[src/rtl/g2x_pkt_rd_ctrl.sv]
`default_nettype none
// ============================================================================
// Module   : g2x_pkt_rd_ctrl
// Brief    : Packet read controller. Pops one byte count per packet from the
//            byte-count FIFO, reads ceil(bcnt/BPW) words from the data FIFO,
//            forwards them to the XGMII side with idle fill in between,
//            enforces a minimum inter-packet gap and drops zero-length or
//            oversize packets. Keeps packet/drop counters and a sticky
//            underrun flag.
// Revision : 1.0 - initial release
// ============================================================================
module g2x_pkt_rd_ctrl #(
    parameter int DW    = 64,
    parameter int BCW   = 16,
    parameter int IPG_W = 4,
    parameter int CW    = 32
) (
    input  logic              clk,
    input  logic              reset_,
    input  logic              en,
    input  logic [IPG_W-1:0]  ipg_cfg,
    input  logic [BCW-1:0]    max_words,
    input  logic              bcnt_empty,
    input  logic [BCW-1:0]    bcnt_in,
    input  logic              data_empty,
    input  logic [DW-1:0]     data_in,
    input  logic [DW/8-1:0]   ctrl_in,
    output logic              bcnt_re,
    output logic              data_re,
    output logic [DW-1:0]     data_out,
    output logic [DW/8-1:0]   ctrl_out,
    output logic [CW-1:0]     pkt_cnt,
    output logic [CW-1:0]     drop_cnt,
    output logic              underrun
);

    localparam int c_BPW = DW / 8;
    localparam int c_SH  = $clog2(c_BPW);

    localparam logic [DW-1:0]    c_IDLE_DATA = {c_BPW{8'h07}};
    localparam logic [c_BPW-1:0] c_IDLE_CTRL = {c_BPW{1'b1}};

    typedef enum logic [5:0] {
        IDLE     = 6'b000001,
        RD_BCNT  = 6'b000010,
        BCNT_BUF = 6'b000100,
        RD_DATA  = 6'b001000,
        DROP     = 6'b010000,
        GAP      = 6'b100000
    } state_t;

    state_t              r_state;
    state_t              w_state_nxt;
    logic [BCW:0]        w_wcnt_new;
    logic [BCW:0]        r_wcnt;
    logic [IPG_W-1:0]    r_gap;
    logic [IPG_W-1:0]    w_gap_load;
    logic                w_bad_len;
    logic                r_bcnt_re;
    logic                r_data_re;
    logic                r_fwd_d1;
    logic [DW-1:0]       r_data_out;
    logic [c_BPW-1:0]    r_ctrl_out;
    logic [CW-1:0]       r_pkt_cnt;
    logic [CW-1:0]       r_drop_cnt;
    logic                r_underrun;

    // Word count: whole words plus one for any partial trailing word.
    // Computed one bit wider than the byte count so it never overflows.
    generate
        if (c_SH > 0) begin : g_round
            assign w_wcnt_new = {1'b0, {c_SH{1'b0}}, bcnt_in[BCW-1:c_SH]}
                              + {{BCW{1'b0}}, |bcnt_in[c_SH-1:0]};
        end else begin : g_noround
            assign w_wcnt_new = {1'b0, bcnt_in};
        end
    endgenerate

    // A configured gap of zero still inserts one idle word.
    assign w_gap_load = (ipg_cfg == '0) ? IPG_W'(1) : ipg_cfg;
    assign w_bad_len  = (w_wcnt_new == '0) || (w_wcnt_new > {1'b0, max_words});

    // State register.
    always_ff @(posedge clk or negedge reset_) begin
        if (!reset_) begin
            r_state <= IDLE;
        end else begin
            r_state <= w_state_nxt;
        end
    end

    // Next-state logic.
    always_comb begin
        w_state_nxt = r_state;
        case (r_state)
            IDLE: begin
                if (en && !bcnt_empty) begin
                    w_state_nxt = RD_BCNT;
                end
            end
            RD_BCNT: begin
                w_state_nxt = BCNT_BUF;
            end
            BCNT_BUF: begin
                if (w_wcnt_new == '0) begin
                    w_state_nxt = GAP;
                end else if (w_wcnt_new > {1'b0, max_words}) begin
                    w_state_nxt = DROP;
                end else begin
                    w_state_nxt = RD_DATA;
                end
            end
            RD_DATA, DROP: begin
                if (r_wcnt == (BCW+1)'(1)) begin
                    w_state_nxt = GAP;
                end
            end
            GAP: begin
                if (r_gap <= IPG_W'(1)) begin
                    w_state_nxt = IDLE;
                end
            end
            default: begin
                w_state_nxt = IDLE;
            end
        endcase
    end

    // Word and gap counters.
    always_ff @(posedge clk or negedge reset_) begin
        if (!reset_) begin
            r_wcnt <= '0;
            r_gap  <= '0;
        end else begin
            case (r_state)
                BCNT_BUF: begin
                    r_wcnt <= w_wcnt_new;
                    if (w_wcnt_new == '0) begin
                        r_gap <= w_gap_load;
                    end
                end
                RD_DATA, DROP: begin
                    r_wcnt <= r_wcnt - (BCW+1)'(1);
                    if (r_wcnt == (BCW+1)'(1)) begin
                        r_gap <= w_gap_load;
                    end
                end
                GAP: begin
                    r_gap <= r_gap - IPG_W'(1);
                end
                default: begin
                    r_gap <= r_gap;
                end
            endcase
        end
    end

    // FIFO pops registered from the next state so they are glitch-free.
    always_ff @(posedge clk or negedge reset_) begin
        if (!reset_) begin
            r_bcnt_re <= 1'b0;
            r_data_re <= 1'b0;
        end else begin
            r_bcnt_re <= (w_state_nxt == RD_BCNT);
            r_data_re <= (w_state_nxt == RD_DATA) || (w_state_nxt == DROP);
        end
    end

    // Output stage: forward a word the cycle after its read, idle otherwise.
    always_ff @(posedge clk or negedge reset_) begin
        if (!reset_) begin
            r_fwd_d1   <= 1'b0;
            r_data_out <= c_IDLE_DATA;
            r_ctrl_out <= c_IDLE_CTRL;
        end else begin
            r_fwd_d1 <= r_data_re && (r_state == RD_DATA);
            if (r_fwd_d1) begin
                r_data_out <= data_in;
                r_ctrl_out <= ctrl_in;
            end else begin
                r_data_out <= c_IDLE_DATA;
                r_ctrl_out <= c_IDLE_CTRL;
            end
        end
    end

    // Statistics and sticky underrun; the read is never stalled on underrun.
    always_ff @(posedge clk or negedge reset_) begin
        if (!reset_) begin
            r_pkt_cnt  <= '0;
            r_drop_cnt <= '0;
            r_underrun <= 1'b0;
        end else begin
            if ((r_state == RD_DATA) && (r_wcnt == (BCW+1)'(1))) begin
                r_pkt_cnt <= r_pkt_cnt + CW'(1);
            end
            if ((r_state == BCNT_BUF) && w_bad_len) begin
                r_drop_cnt <= r_drop_cnt + CW'(1);
            end
            if (r_data_re && data_empty) begin
                r_underrun <= 1'b1;
            end
        end
    end

    assign bcnt_re  = r_bcnt_re;
    assign data_re  = r_data_re;
    assign data_out = r_data_out;
    assign ctrl_out = r_ctrl_out;
    assign pkt_cnt  = r_pkt_cnt;
    assign drop_cnt = r_drop_cnt;
    assign underrun = r_underrun;

endmodule
`default_nettype wire

[config.mk]
export PLATFORM = sky130hd
export DESIGN_NAME = g2x_pkt_rd_ctrl
export DESIGN_NICKNAME = d
export VERILOG_FILES = /design/src/rtl/g2x_pkt_rd_ctrl.sv
export SDC_FILE = /design/constraint.sdc
export NUM_CORES = 1
export LEC_CHECK = 0
export CAP_MARGIN = 20
export CORE_MARGIN = 2
export CORE_UTILIZATION = 49
export DETAILED_ROUTE_END_ITERATION = 10
export GPL_TIMING_DRIVEN = 1
export PLACE_DENSITY = 0.83
export SYNTH_ARGS = -nofsm -noshare
export SYNTH_HDL_FRONTEND = slang
export SYNTH_SLANG_ARGS = --single-unit
[constraint.sdc]
create_clock -name clk -period 4 [get_ports clk]
set_input_delay 0.6 -clock clk [delete_from_list [all_inputs] [get_ports clk]]
set_output_delay 0.6 -clock clk [all_outputs]
set_load 0.05 [all_outputs]
# Word-level counts from Yosys, hierarchy flattened
# Index checks and enable logic that the tools add are counted.
[word_totals]
reg_bits = 167
elab_cells = 58
[classes]
add_sub_neg = 5
order_cmp = 2
n_eq_ne = 12
muxes = 13
n_reduce_logical = 15
[op_table]
columns = ["op", "count"]
rows = [
  ["32-bit by 1-bit adder with 32-bit output, second input constant", 2],
  ["64-bit two-way mux", 1],
  ["17-bit case mux with 2 select lines", 1],
  ["6-bit case mux with 5 select lines", 1],
  ["6-bit two-way mux", 4],
  ["17-bit by 1-bit equality test with 1-bit output, second input constant", 1],
  ["17-bit logical NOT", 1],
  ["17-bit by 1-bit subtractor with 17-bit output, second input constant", 1],
  ["14-bit by 16-bit greater-than comparator with 1-bit output", 1],
  ["13-bit by 1-bit adder with 14-bit output", 1],
  ["6-bit by 2-bit equality test with 1-bit output, second input constant", 2],
  ["6-bit by 4-bit equality test with 1-bit output, second input constant", 2],
  ["6-bit by 5-bit equality test with 1-bit output, second input constant", 2],
  ["4-bit two-way mux", 3],
  ["4-bit case mux with 3 select lines", 1],
  ["8-bit two-way mux", 1],
  ["6-bit by 1-bit equality test with 1-bit output, second input constant", 1],
  ["6-bit by 3-bit equality test with 1-bit output, second input constant", 1],
  ["6-bit equality test, second input constant", 1],
  ["1-bit logical AND", 5],
  ["5-bit two-way mux", 1],
  ["4-bit by 1-bit less-or-equal comparator with 1-bit output, second input constant", 1],
  ["4-bit logical NOT", 1],
  ["2-bit inequality test, second input constant", 2],
  ["other kinds (8)", 9],
]

# Logic depth before layout (Yosys ltp)
[depth]
word_depth = 8
mapped_depth = 17
depth_no_buf = 15

# Least setup slack after synthesis
# OpenSTA, ideal clock, no wires.
[synth_timing]
path_type = "input -> register"
from = "in bcnt_in[1]"
to = "reg r_drop_cnt[22] (netlist: drop_cnt[22])"
setup_time_ps = 144
arrival_ps = 3523
path_slack_ps = 333
stages = 16
cell_sequence = "or3_1 > ha_1 > ha_1 > buf_2 > nand2_1 > nor2_1 > and3_1 > xnor2_1 > ha_1 > nand4_1 > a211oi_1 > nor4_1 > nor3_4 > buf_6 > o2111a_1 > xor2_1"
[synth_between]
elab_chain_cells = 5
[synth_rtl]
columns = ["element", "line", "rtl"]
rows = [
  ["from (decl)", "24", "input logic [BCW-1:0] bcnt_in,"],
  ["3-bit OR reduction (*)", "73", "+ {{BCW{1'b0}}, |bcnt_in[c_SH-1:0]};"],
  ["13-bit by 1-bit adder with 14-bit output (*)", "73", ""],
  ["14-bit by 16-bit greater-than comparator with 1-bit output / 17-bit logical NOT (equally long branches)", "81", "assign w_bad_len = (w_wcnt_new == '0) || (w_wcnt_new > {1'b0, max_words});"],
  ["1-bit logical OR (*)", "81", ""],
  ["1-bit logical AND (*)", "197", "if ((r_state == BCNT_BUF) && w_bad_len) begin"],
  ["to (signal assigned)", "198", "r_drop_cnt <= r_drop_cnt + CW'(1);"],
  ["to (decl)", "65", "logic [CW-1:0] r_drop_cnt;"],
]
# Every way passes the cells marked *; elsewhere a longest branch is shown, timed or not.
# A chain may end at the register's enable or synchronous reset.

# Final worst setup path
[layout_timing]
from = "in bcnt_in[0]"
to = "reg r_drop_cnt[23] (netlist: drop_cnt[23])"
# Same word-level chain as after synthesis.

==> metrics.md <==
| Metric | Value |
|---|---|
| Clock latency on the worst-skew pair | `420 ps` |
| Max-slew violations | `0` |
| GPL Wtd Cong | `0.849` |
| Clock sink count | `167` |
| IO Port Bufs | `251` |
| Slowest stage delay, CP | `570 ps` |
| Wire length per cell | `17.1 um` |
| Final Skew | `8.83 ps` |
| CTS Hold Buffers Added | `0` |
| Area delta synth->final | `42.5%` |
| RSZ-0062 raised after global routing | `false` |
| Tmin final | `3750 ps` |
| Worst reg2reg path startpoint | `r_wcnt[1]$_DFFE_PN0P_` |
| Crit path capture type | `flop` |
| Max_cap viols | `0` |
| Setup TNS | `0 ps` |
| Max layer used | `met4` |
| First-pass GRT wire length | `33.9 mm` |
| Worst setup margin | `251 ps` |
| H-tree levels | `4` |
| Worst-path cell chain | `clkdlybuf4s50_1 > or3_1 > ha_1 > ha_1 > nand4_1 > or4_1 > nand2_1 > ha_1 > nand3_1 > a211oi_1 > nor4_2 > nor3_4 > buf_12 > o2111a_1 > xor2_1` |
| Multi-input logic area | `3580 um2` |
| Final nets | `1130` |
| Initial Util | `0.506` |
| Initial antenna violation count | `0` |
| Met3 WL post-DR | `1.13 mm` |
| CTS buffer count | `17` |
| Global Route Usage Sum | `0.242` |
| Post-placement setup slack | `-353 ps` |
| R2r endpoint | `pkt_cnt[23]$_DFFE_PN0P_` |
| Worst R2R Path Depth | `9` |
| Req. time, crit path | `4310 ps` |
| DR DRC count | `0` |
| Total gr overflow | `0` |
| Proportion of layout cells with a drive suffix above 1 | `0.138` |
| Worst-Margin Slew | `1050 ps` |
| Commonest register cell after synthesis | `dfrtp_1` |
| Filler cells | `1186` |
| Worst-path clk slew | `70 ps` |
| Asr flop ratio synth | `1.00` |
| Most numerous cell in the Yosys netlist | `dfrtp_1` |
| Cell family with most CP delay | `simple AND/OR/NAND/NOR gates` |
| Synth area leaders | `dfrtp_1, dfstp_2, xnor2_1, and2_1, ha_1` |
| Worst-path fanout max | `30` |
| # diodes | `0` |
| Power Total | `4.12 mW` |
| Crit path kind | `input pin to flop` |
| Leading area contributor after synthesis | `dfrtp_1` |
| Slowest CP cell | `or4_1` |
| Root Driver | `clkbuf_16` |
| Power per cell area | `357 nW/um2` |
| EDFF count, synth | `0` |
| Crit path from | `bcnt_in[0]` |
| Final WL | `20.9 mm` |
| Synth unique cells | `68` |
| Peak VDD IR | `0.329 mV` |
| Data arrival time of the critical path | `4060 ps` |
| Routed wl met2 | `10.7 mm` |
| Mean Syn Cell Area | `11.1 um2` |
| Post-synthesis instance area | `8100 um2` |
| Sequential share of the synthesized area | `0.521` |
| Total placed cells including tap cells | `1192` |
| Status | `finished, final reports clean` |
| Syn_nets | `863` |
| Detailed Place HPWL | `15.3 mm` |
| Final setup viols | `0` |
| Most common cell on crit path | `ha_1` |
| Flop2flop setup slack | `1190 ps` |
| Cell Rows | `46` |
| Fin crit share | `0.937` |
| Setup crit start kind | `input pin` |
| Pin count of the biggest net entering global routing | `97` |
| CTS tree | `built` |
| Io pins | `252` |
| Total die area | `17600 um2` |
| Final Hold Violating Endpoints | `0` |
| Final cell count without fillers | `1224` |
| Ys Warns | `0` |
| Synth top cells by count | `dfrtp_1, xnor2_1, and2_1` |
| Leak | `4.92 nW` |
| Clock Path Buffers | `2` |
| Reg area | `4220 um2` |
| WL met1 | `8.65 mm` |
| Crit path buf inv count | `2` |
| Top cell type's share of synthesized area | `0.414` |
| Achievable clock frequency | `267 MHz` |
| Worst hold path type | `input pin to asynchronous set/reset pin` |
| Die Ht | `133 um` |
| DR vias | `6537` |
| Syn Inst Count | `728` |
| Max transition margin | `0.298` |
| ANT nets after route | `0` |
| Vias in the first global route | `6519` |
| Final hold slack | `184 ps` |
| DIE WIDTH | `133 um` |
| Number of synthesized register bits | `167` |
| DR iter-0 viols | `450` |
| Detailed Routing Iterations Pass 1 | `4` |
| Area of the core | `16000 um2` |
| Drt via density | `5.34` |
-- flip-flops by register name, indices dropped and copies added, names as in the netlist --
register,cells
bcnt_re,1
pkt_cnt,32
r_state,6
r_fwd_d1,1
drop_cnt,32
ctrl_out,8
data_re,1
r_gap,4
r_wcnt,17
data_out,64
underrun,1
-- cells in the final DEF, fill, tap and decap left out, drive strengths merged, types with 25 or more instances in the layout --
cell type / n
clkdlybuf4s50: 250
xnor2: 58
o21ai: 29
inv: 28
nand3: 25
and2: 47
dfrtp: 134
nand2: 33
nor2: 35
buf: 39
nand2b: 36
dfstp: 33
-- worst reg2reg max path: stages (launching register included) --
cell	delay, ps
dfrtp_1	370
inv_1	100
ha_1	150
nor4b_1	250
nand4_1	250
nor3_2	460
and4_1	490
and3_1	340
nand4_1	150
xnor2_1	150
-- final cells by class --
| cell class | instances | area share |
|---|---|---|
| well taps | 216 | 0.0234 |
| clock inverters | 13 | 0.00846 |
| clock buffers | 19 | 0.0384 |
| flip-flops and latches | 167 | 0.366 |
| inverters | 25 | 0.00813 |
| repair buffers | 289 | 0.246 |
| multi-input cells | 495 | 0.310 |
-- kinds of logic after synthesis --
group / Yosys count / share of synthesized area
compound gates: 110 / 0.111
flops: 167 / 0.521
mux: 3 / 0.00402
simple gates: 285 / 0.209
buf+inv: 66 / 0.0386
fa+ha+maj: 22 / 0.0340
xor+xnor: 75 / 0.0821
-- power by group --
part / switching [mW] / internal, mW
combinational: 0.341 / 0.332
clock: 0.688 / 0.815
sequential: 0.134 / 1.81
-- routing by layer --
layer	up-vias	track usage
met2	207	0.418
met3	27	0.0571
met5	-	0
met1	3198	0.303
li1	3105	-
met4	0	0.0747
-- what timing repair did --
item | CTS | global route
endpoints found under the setup margin | 0 | 21
gates resized for setup | 0 | 3
hold endpoints to repair | 0 | 0
setup buffers | 0 | 0
-- stage by stage --
stage           util  cell area, um2
3_5_place_dp   0.687           11000
4_1_cts        0.720           11500
2_1_floorplan      -            8100
5_1_grt        0.721           11500
3_3_place_gp   0.687           11000
6_report       0.721           11500
-- worst max-delay path by stage --
stage | endpoint | slack, ps | cells past startpoint
2_1_floorplan | drop_cnt[22]$_DFFE_PN0P_ | 330 | 16
3_3_place_gp | drop_cnt[25]$_DFFE_PN0P_ | -180 | 15
3_5_place_dp | drop_cnt[22]$_DFFE_PN0P_ | -350 | 15
4_1_cts | drop_cnt[23]$_DFFE_PN0P_ | 110 | 15
5_1_grt | drop_cnt[23]$_DFFE_PN0P_ | 50 | 15
6_report | drop_cnt[23]$_DFFE_PN0P_ | 250 | 15
No activity file was read; power rests on OpenSTA's default activity.
